<file path="src/rtl/spi_flash_pkg.sv">
// Opcodes, phase lengths and state encoding shared by the SPI flash line fetcher.
package spi_flash_pkg;

  localparam logic [7:0] OP_READ      = 8'h03;
  localparam logic [7:0] OP_FAST_READ = 8'h0B;

  localparam int CMD_BITS   = 8;
  localparam int ADDR_BITS  = 24;
  localparam int DUMMY_BITS = 8;

  typedef enum logic [2:0] {
    ST_IDLE,
    ST_CMD,
    ST_ADDR,
    ST_DUMMY,
    ST_DATA,
    ST_END
  } state_e;

  function automatic int data_bits(input int line_size);
    return 8 * line_size;
  endfunction

endpackage

</file>
<file path="src/rtl/spi_sck_gen.sv">
// Mode-0 SCK generator: CLK_DIV clk cycles per half-period, held low while run_i is low.
module spi_sck_gen #(
  parameter int CLK_DIV = 1
) (
  input  logic clk_i,
  input  logic rst_i,
  input  logic run_i,
  output logic sck_o,
  output logic rise_o,
  output logic fall_o
);

  localparam int CW = (CLK_DIV > 1) ? $clog2(CLK_DIV) : 1;
  localparam logic [CW-1:0] TC = CW'(CLK_DIV - 1);

  logic [CW-1:0] cnt_q;
  logic          sck_q;
  logic          tc;

  assign tc     = (cnt_q == TC);
  assign rise_o = run_i & tc & ~sck_q;
  assign fall_o = run_i & tc & sck_q;
  assign sck_o  = sck_q;

  always_ff @(posedge clk_i) begin
    if (rst_i || !run_i) begin
      cnt_q <= '0;
      sck_q <= 1'b0;
    end else if (tc) begin
      cnt_q <= '0;
      sck_q <= ~sck_q;
    end else begin
      cnt_q <= cnt_q + 1'b1;
    end
  end

endmodule

</file>
<file path="src/rtl/spi_flash_line_fetch.sv">
// Fetches one cache line from serial flash with a single SPI mode-0 read burst.
// Define SPI_FLF_FAST_READ_EN to use FAST READ (0x0B) with 8 dummy clocks.
module spi_flash_line_fetch
  import spi_flash_pkg::*;
#(
  parameter int LINE_SIZE = 16,
  parameter int CLK_DIV   = 1
) (
  input  logic                   clk_i,
  input  logic                   rst_i,
  input  logic                   rd_i,
  input  logic [23:0]            addr_i,
  output logic                   busy_o,
  output logic                   done_o,
  output logic [LINE_SIZE*8-1:0] line_o,
  output logic                   sck_o,
  output logic                   ce_n_o,
  output logic                   mosi_o,
  input  logic                   miso_i
);

  localparam int LW  = data_bits(LINE_SIZE);
  localparam int BCW = $clog2(LW);
  localparam logic [23:0] ALIGN_MASK = ~24'(LINE_SIZE - 1);

`ifdef SPI_FLF_FAST_READ_EN
  localparam logic [7:0] OPCODE     = OP_FAST_READ;
  localparam state_e     AFTER_ADDR = ST_DUMMY;
`else
  localparam logic [7:0] OPCODE     = OP_READ;
  localparam state_e     AFTER_ADDR = ST_DATA;
`endif

  // state | meaning: IDLE wait rd | CMD opcode | ADDR address | DUMMY fast-read pad | DATA shift in | END done pulse
  state_e         state_q;
  logic [BCW-1:0] cnt_q, cnt_d;
  logic [31:0]    tx_q;
  logic [LW-1:0]  line_q;
  logic           busy_q, done_q, ce_n_q, mosi_q, run_q;
  logic           rise, fall, last_bit;

  spi_sck_gen #(.CLK_DIV(CLK_DIV)) u_sck (
    .clk_i  (clk_i),
    .rst_i  (rst_i),
    .run_i  (run_q),
    .sck_o  (sck_o),
    .rise_o (rise),
    .fall_o (fall)
  );

  always_comb begin
    last_bit = 1'b0;
    case (state_q)
      ST_CMD:   last_bit = (cnt_q == BCW'(CMD_BITS - 1));
      ST_ADDR:  last_bit = (cnt_q == BCW'(ADDR_BITS - 1));
      ST_DUMMY: last_bit = (cnt_q == BCW'(DUMMY_BITS - 1));
      ST_DATA:  last_bit = &cnt_q;
      default:  last_bit = 1'b0;
    endcase
  end

  // The data phase uses the full counter range, so it wraps to zero on its own.
  assign cnt_d = last_bit ? '0 : cnt_q + 1'b1;

  always_ff @(posedge clk_i) begin
    if (rst_i) begin
      state_q <= ST_IDLE;
      cnt_q   <= '0;
      tx_q    <= '0;
      line_q  <= '0;
      busy_q  <= 1'b0;
      done_q  <= 1'b0;
      ce_n_q  <= 1'b1;
      mosi_q  <= 1'b0;
      run_q   <= 1'b0;
    end else begin
      done_q <= 1'b0;
      case (state_q)
        ST_IDLE, ST_END: begin
          if (rd_i) begin
            state_q <= ST_CMD;
            cnt_q   <= '0;
            tx_q    <= {OPCODE[6:0], addr_i & ALIGN_MASK, 1'b0};
            mosi_q  <= OPCODE[7];
            ce_n_q  <= 1'b0;
            busy_q  <= 1'b1;
          end else begin
            state_q <= ST_IDLE;
          end
        end
        default: begin
          // SCK starts one cycle after CE falls, giving the first bit a longer setup.
          run_q <= 1'b1;
          if (rise && state_q == ST_DATA)
            line_q[cnt_q ^ BCW'(7)] <= miso_i;
          if (fall) begin
            cnt_q  <= cnt_d;
            mosi_q <= tx_q[31];
            tx_q   <= {tx_q[30:0], 1'b0};
            if (last_bit) begin
              case (state_q)
                ST_CMD:   state_q <= ST_ADDR;
                ST_ADDR:  state_q <= AFTER_ADDR;
                ST_DUMMY: state_q <= ST_DATA;
                default: begin
                  state_q <= ST_END;
                  done_q  <= 1'b1;
                  busy_q  <= 1'b0;
                  ce_n_q  <= 1'b1;
                  mosi_q  <= 1'b0;
                  run_q   <= 1'b0;
                end
              endcase
            end
          end
        end
      endcase
    end
  end

  assign busy_o = busy_q;
  assign done_o = done_q;
  assign line_o = line_q;
  assign ce_n_o = ce_n_q;
  assign mosi_o = mosi_q;

endmodule

</file>
<file path="config.mk">
export PLATFORM = sky130hd
export DESIGN_NAME = spi_flash_line_fetch
export DESIGN_NICKNAME = d
export VERILOG_FILES = /design/src/rtl/spi_flash_pkg.sv /design/src/rtl/spi_sck_gen.sv /design/src/rtl/spi_flash_line_fetch.sv
export SDC_FILE = /design/constraint.sdc
export NUM_CORES = 1
export LEC_CHECK = 0
export CORE_MARGIN = 5
export CORE_UTILIZATION = 30
export DETAILED_ROUTE_END_ITERATION = 10
export DONT_BUFFER_PORTS = 1
export GPL_TIMING_DRIVEN = 0
export PLACE_DENSITY = 0.42
export SETUP_SLACK_MARGIN = 0.15
export SLEW_MARGIN = 10
export SYNTH_ARGS = -nofsm -noshare
export SYNTH_HDL_FRONTEND = slang
export SYNTH_HIERARCHICAL = 1
export SYNTH_SLANG_ARGS = --single-unit
</file>
<file path="constraint.sdc">
create_clock -name clk_i -period 5.2 [get_ports clk_i]
set_input_delay 0.78 -clock clk_i [delete_from_list [all_inputs] [get_ports clk_i]]
set_output_delay 0.78 -clock clk_i [all_outputs]
set_load 0.03 [all_outputs]
</file>
==> run metrics <==
Avg Cell Area, Syn=8.27 um2; Rel. slew slack=15.5%; Die Y=between 150 and 200 um; Slew Viols, Final=0; Hold Path Class=input pin to flip-flop; GRT met2 Usage=31.1%; Ports=between 150 and 200; mux cell area share after synthesis=between 2 and 3%; register area share after synthesis=48.1%; CTS buffer count=17; crit path time final=2.53 ns; P_leak=2.61 nW; Die X=164 um; via count=~6500; port bufs=0; root buffer cell=clkbuf_16; wire per inst=between 20 and 25 um; R2R setup slack=2.67 ns; later-pin clock latency in the skew report=0.43 ns; cells after synthesis=865; routability cong.=0.796; hold_sp=rst_i; number of synthesized flops with an enable pin=0; core footprint=roughly 0.023 mm2; Peak VDD IR=0.154 mV; largest net degree at the start of global routing=17; GRT Total Usage=slightly above 20%; Arr. time, crit path=2.89 ns; Synth area leaders=dfxtp_1 48%, nand3_1 10%, a21oi_1 9.7%; period utilization=48.7%; Layout Nets=913; global route hottest layer=met2; GR Overflow Total=0; WS Path Type=flip-flop to flip-flop; first-pass GRT wire length=41.2 mm; beginning of the worst register-to-register path=u_sck/sck_o$_SDFFE_PP0N_; unrepaired setup endpoints after global routing=false; post-synthesis compound-gate area fraction=around 23%; met1 usage=28.0%; number of hold buffers added after cts=0; Clock Sink Count=around 170; Yosys top cell area share=around half; Worst Hold Slack=0.404 ns; Async SR Flop Fraction=0%; Synth area leader=dfxtp_1; synth-to-layout area growth=14.0%; Final Hold Vio Count=0; vias in the first global route=6296; Pwr Total=0.00280 W; max-cap check violation count=0; Yosys cell types=56; Setup Buffers After CTS=0; worst slew pin tran=between 1 and 1.5 ns; CTS tree=done; crit-path max FO=10; Worst Hold Depth=1; number of fill cells=2493; Antenna Cells=0; status=finished, final reports clean; DRT Pass-1 Iters=5; Placed Area=0.00756 mm2; starting DRC count in detailed routing=549; Cell Area, Synth=between 0.007 and 0.008 mm2; post-cts resize count=0; clk slew on worst S/H paths=0.07 ns; starting density of the core=a little under a third; total die area=about 0.027 mm2; R2R cell count=8; main combinational cell family by area after synthesis=compound AO/OA/AOI/OAI gates; layout cell share with drive strength beyond 1=8.81%; clk buf depth=2; sum of negative setup slack=0 ns; Req. time, crit path=5.56 ns; FMAX=395 MHz; final wirelength=27.7 mm; dpl hpwl=19.0 mm; Ys Warns=6; H-tree levels=4; simple-gate share of the synthesized area=20.1%; Post-Synth Adder-Cell Area=less than 1%; PwrDens=343 mW/mm2; Setup Skew=0.0135 ns; reg-to-reg endpoint=line_o[65]$_SDFFE_PP0P_; Seq cells post-synth=172; DRT antenna net count=0; row cnt=56; Final Instance Area=0.00816 mm2; Post-route DRC=0; Startpoint Class=flip-flop; met3 Usage GRT=about 6.5%; DR vias/cell=5.35; antenna violations before repair=0; Mapped Nets=894; post-synthesis xor/xnor area fraction=0.367%; Worst Hold End=u_sck/sck_o$_SDFFE_PP0N_; endpoint type of the worst setup path=flip-flop; Final Setup Violations=0; main flop type after synthesis=dfxtp_1
critical path, cell delays in order, from the launching register on:
cell	delay, ns
dfxtp_1	0.56
nor3b_1	0.12
and4bb_2	0.31
nand2b_4	0.15
or2_1	0.12
clkbuf_1	0.44
buf_2	0.44
o21ai_0	0.13
a21oi_1	0.17
area by class of cell:
| class | instances | area [um2] | area share [%] |
|---|---|---|---|
| Sequential cell | 172 | 3440 | 42.2 |
| Clock inverter | 13 | 155 | 1.90 |
| Tap cell | 319 | 399 | 4.89 |
| Inverter | 5 | 18.8 | 0.230 |
| Multi-Input combinational cell | 612 | 3340 | 40.9 |
| Clock buffer | 19 | 443 | 5.43 |
| Buffer | 76 | 363 | 4.45 |
synth_stat cells (14+ instances only):
cell type and n:
a21oi_1 139, nand3_1 143, nor2_1 40, o21ai_1 36, mux2i_1 21, nand2_1 32, a211oi_1 20, nor3_1 14
dfxtp_1 172, clkbuf_1 43, o21ai_0 97, buf_2 23
cell usage in the layout (no fill, tap or decap), types with 3 or more instances in the layout:
cell type     n
or2_1         5
a21oi_1     139
inv_8         3
nand2b_1      3
inv_1         5
clkinvlp_4    4
buf_4         3
buf_6         5
nor2b_1       6
nor3_1       14
dfxtp_1     172
clkbuf_1     44
clkbuf_16    17
and2_1        5
buf_2        23
o21ai_1      36
inv_6         3
nor2_2        6
o21ai_0      97
nand3_1     143
mux2i_1      21
nor2_1       40
nor4_2        3
a211oi_1     20
and3_1        4
or3_1         3
nand2_1      32
through the flow:
step                      setup WS [ns]  utilization [%]  cells
final                              2.67             34.8   1216
after global routing               2.50             34.8   1216
after CTS                          2.66             34.8   1216
after detailed placement           2.69             32.2   1184
after global placement             2.68             32.2   1184
after floorplan                    3.28                -    865
logic make-up after synthesis:
family                   count (synthesis)
multiplexers                            21
AO/OA/AOI/OAI                          307
other                                    1
AND/OR/NAND/NOR                        279
buffers and inverters                   81
flip-flops                             172
adder cells (fa/ha/maj)                  1
XOR/XNOR                                 3
power breakdown:
| group | switching (W) | internal (W) | total [W] |
|---|---|---|---|
| registers | 0.0000127 | 0.00133 | 0.00135 |
| clock network | 0.000600 | 0.000735 | 0.00134 |
| logic | 0.0000785 | 0.0000352 | 0.000114 |
how the worst max path moves through the flow:
stage                                        start                  endpoint  slack (ns)  depth (start not counted)
after CTS                 u_sck/sck_o$_SDFFE_PP0N_   line_o[65]$_SDFFE_PP0P_        2.66                          8
after detailed placement  u_sck/sck_o$_SDFFE_PP0N_    line_o[9]$_SDFFE_PP0P_        2.69                          7
final                     u_sck/sck_o$_SDFFE_PP0N_   line_o[65]$_SDFFE_PP0P_        2.67                          8
after floorplan           u_sck/sck_o$_SDFFE_PP0N_  line_o[126]$_SDFFE_PP0P_        3.28                          8
after global routing      u_sck/sck_o$_SDFFE_PP0N_   line_o[65]$_SDFFE_PP0P_        2.50                          8
after global placement    u_sck/sck_o$_SDFFE_PP0N_  line_o[121]$_SDFFE_PP0P_        2.68                          8
state kept, by name, summed over array words and instances (netlist names):
| signal | flops |
|---|---|
| tx_q | 27 |
| ce_n_o | 1 |
| u_sck/cnt_q | 1 |
| state_q | 3 |
| cnt_q | 7 |
| u_sck/sck_o | 1 |
| run_q | 1 |
| done_o | 1 |
| line_o | 128 |
| mosi_o | 1 |
| busy_o | 1 |
per-layer routing:
| layer | share of wire [%] | vias to the layer above |
|---|---|---|
| li1 | - | 3161 |
| met1 | 45 | 3129 |
| met2 | 45 | 202 |
| met3 | 8.4 | 18 |
| met4 | 1.5 | 0 |
| met5 | 0 | - |
Power figures use the tool's default switching activity.
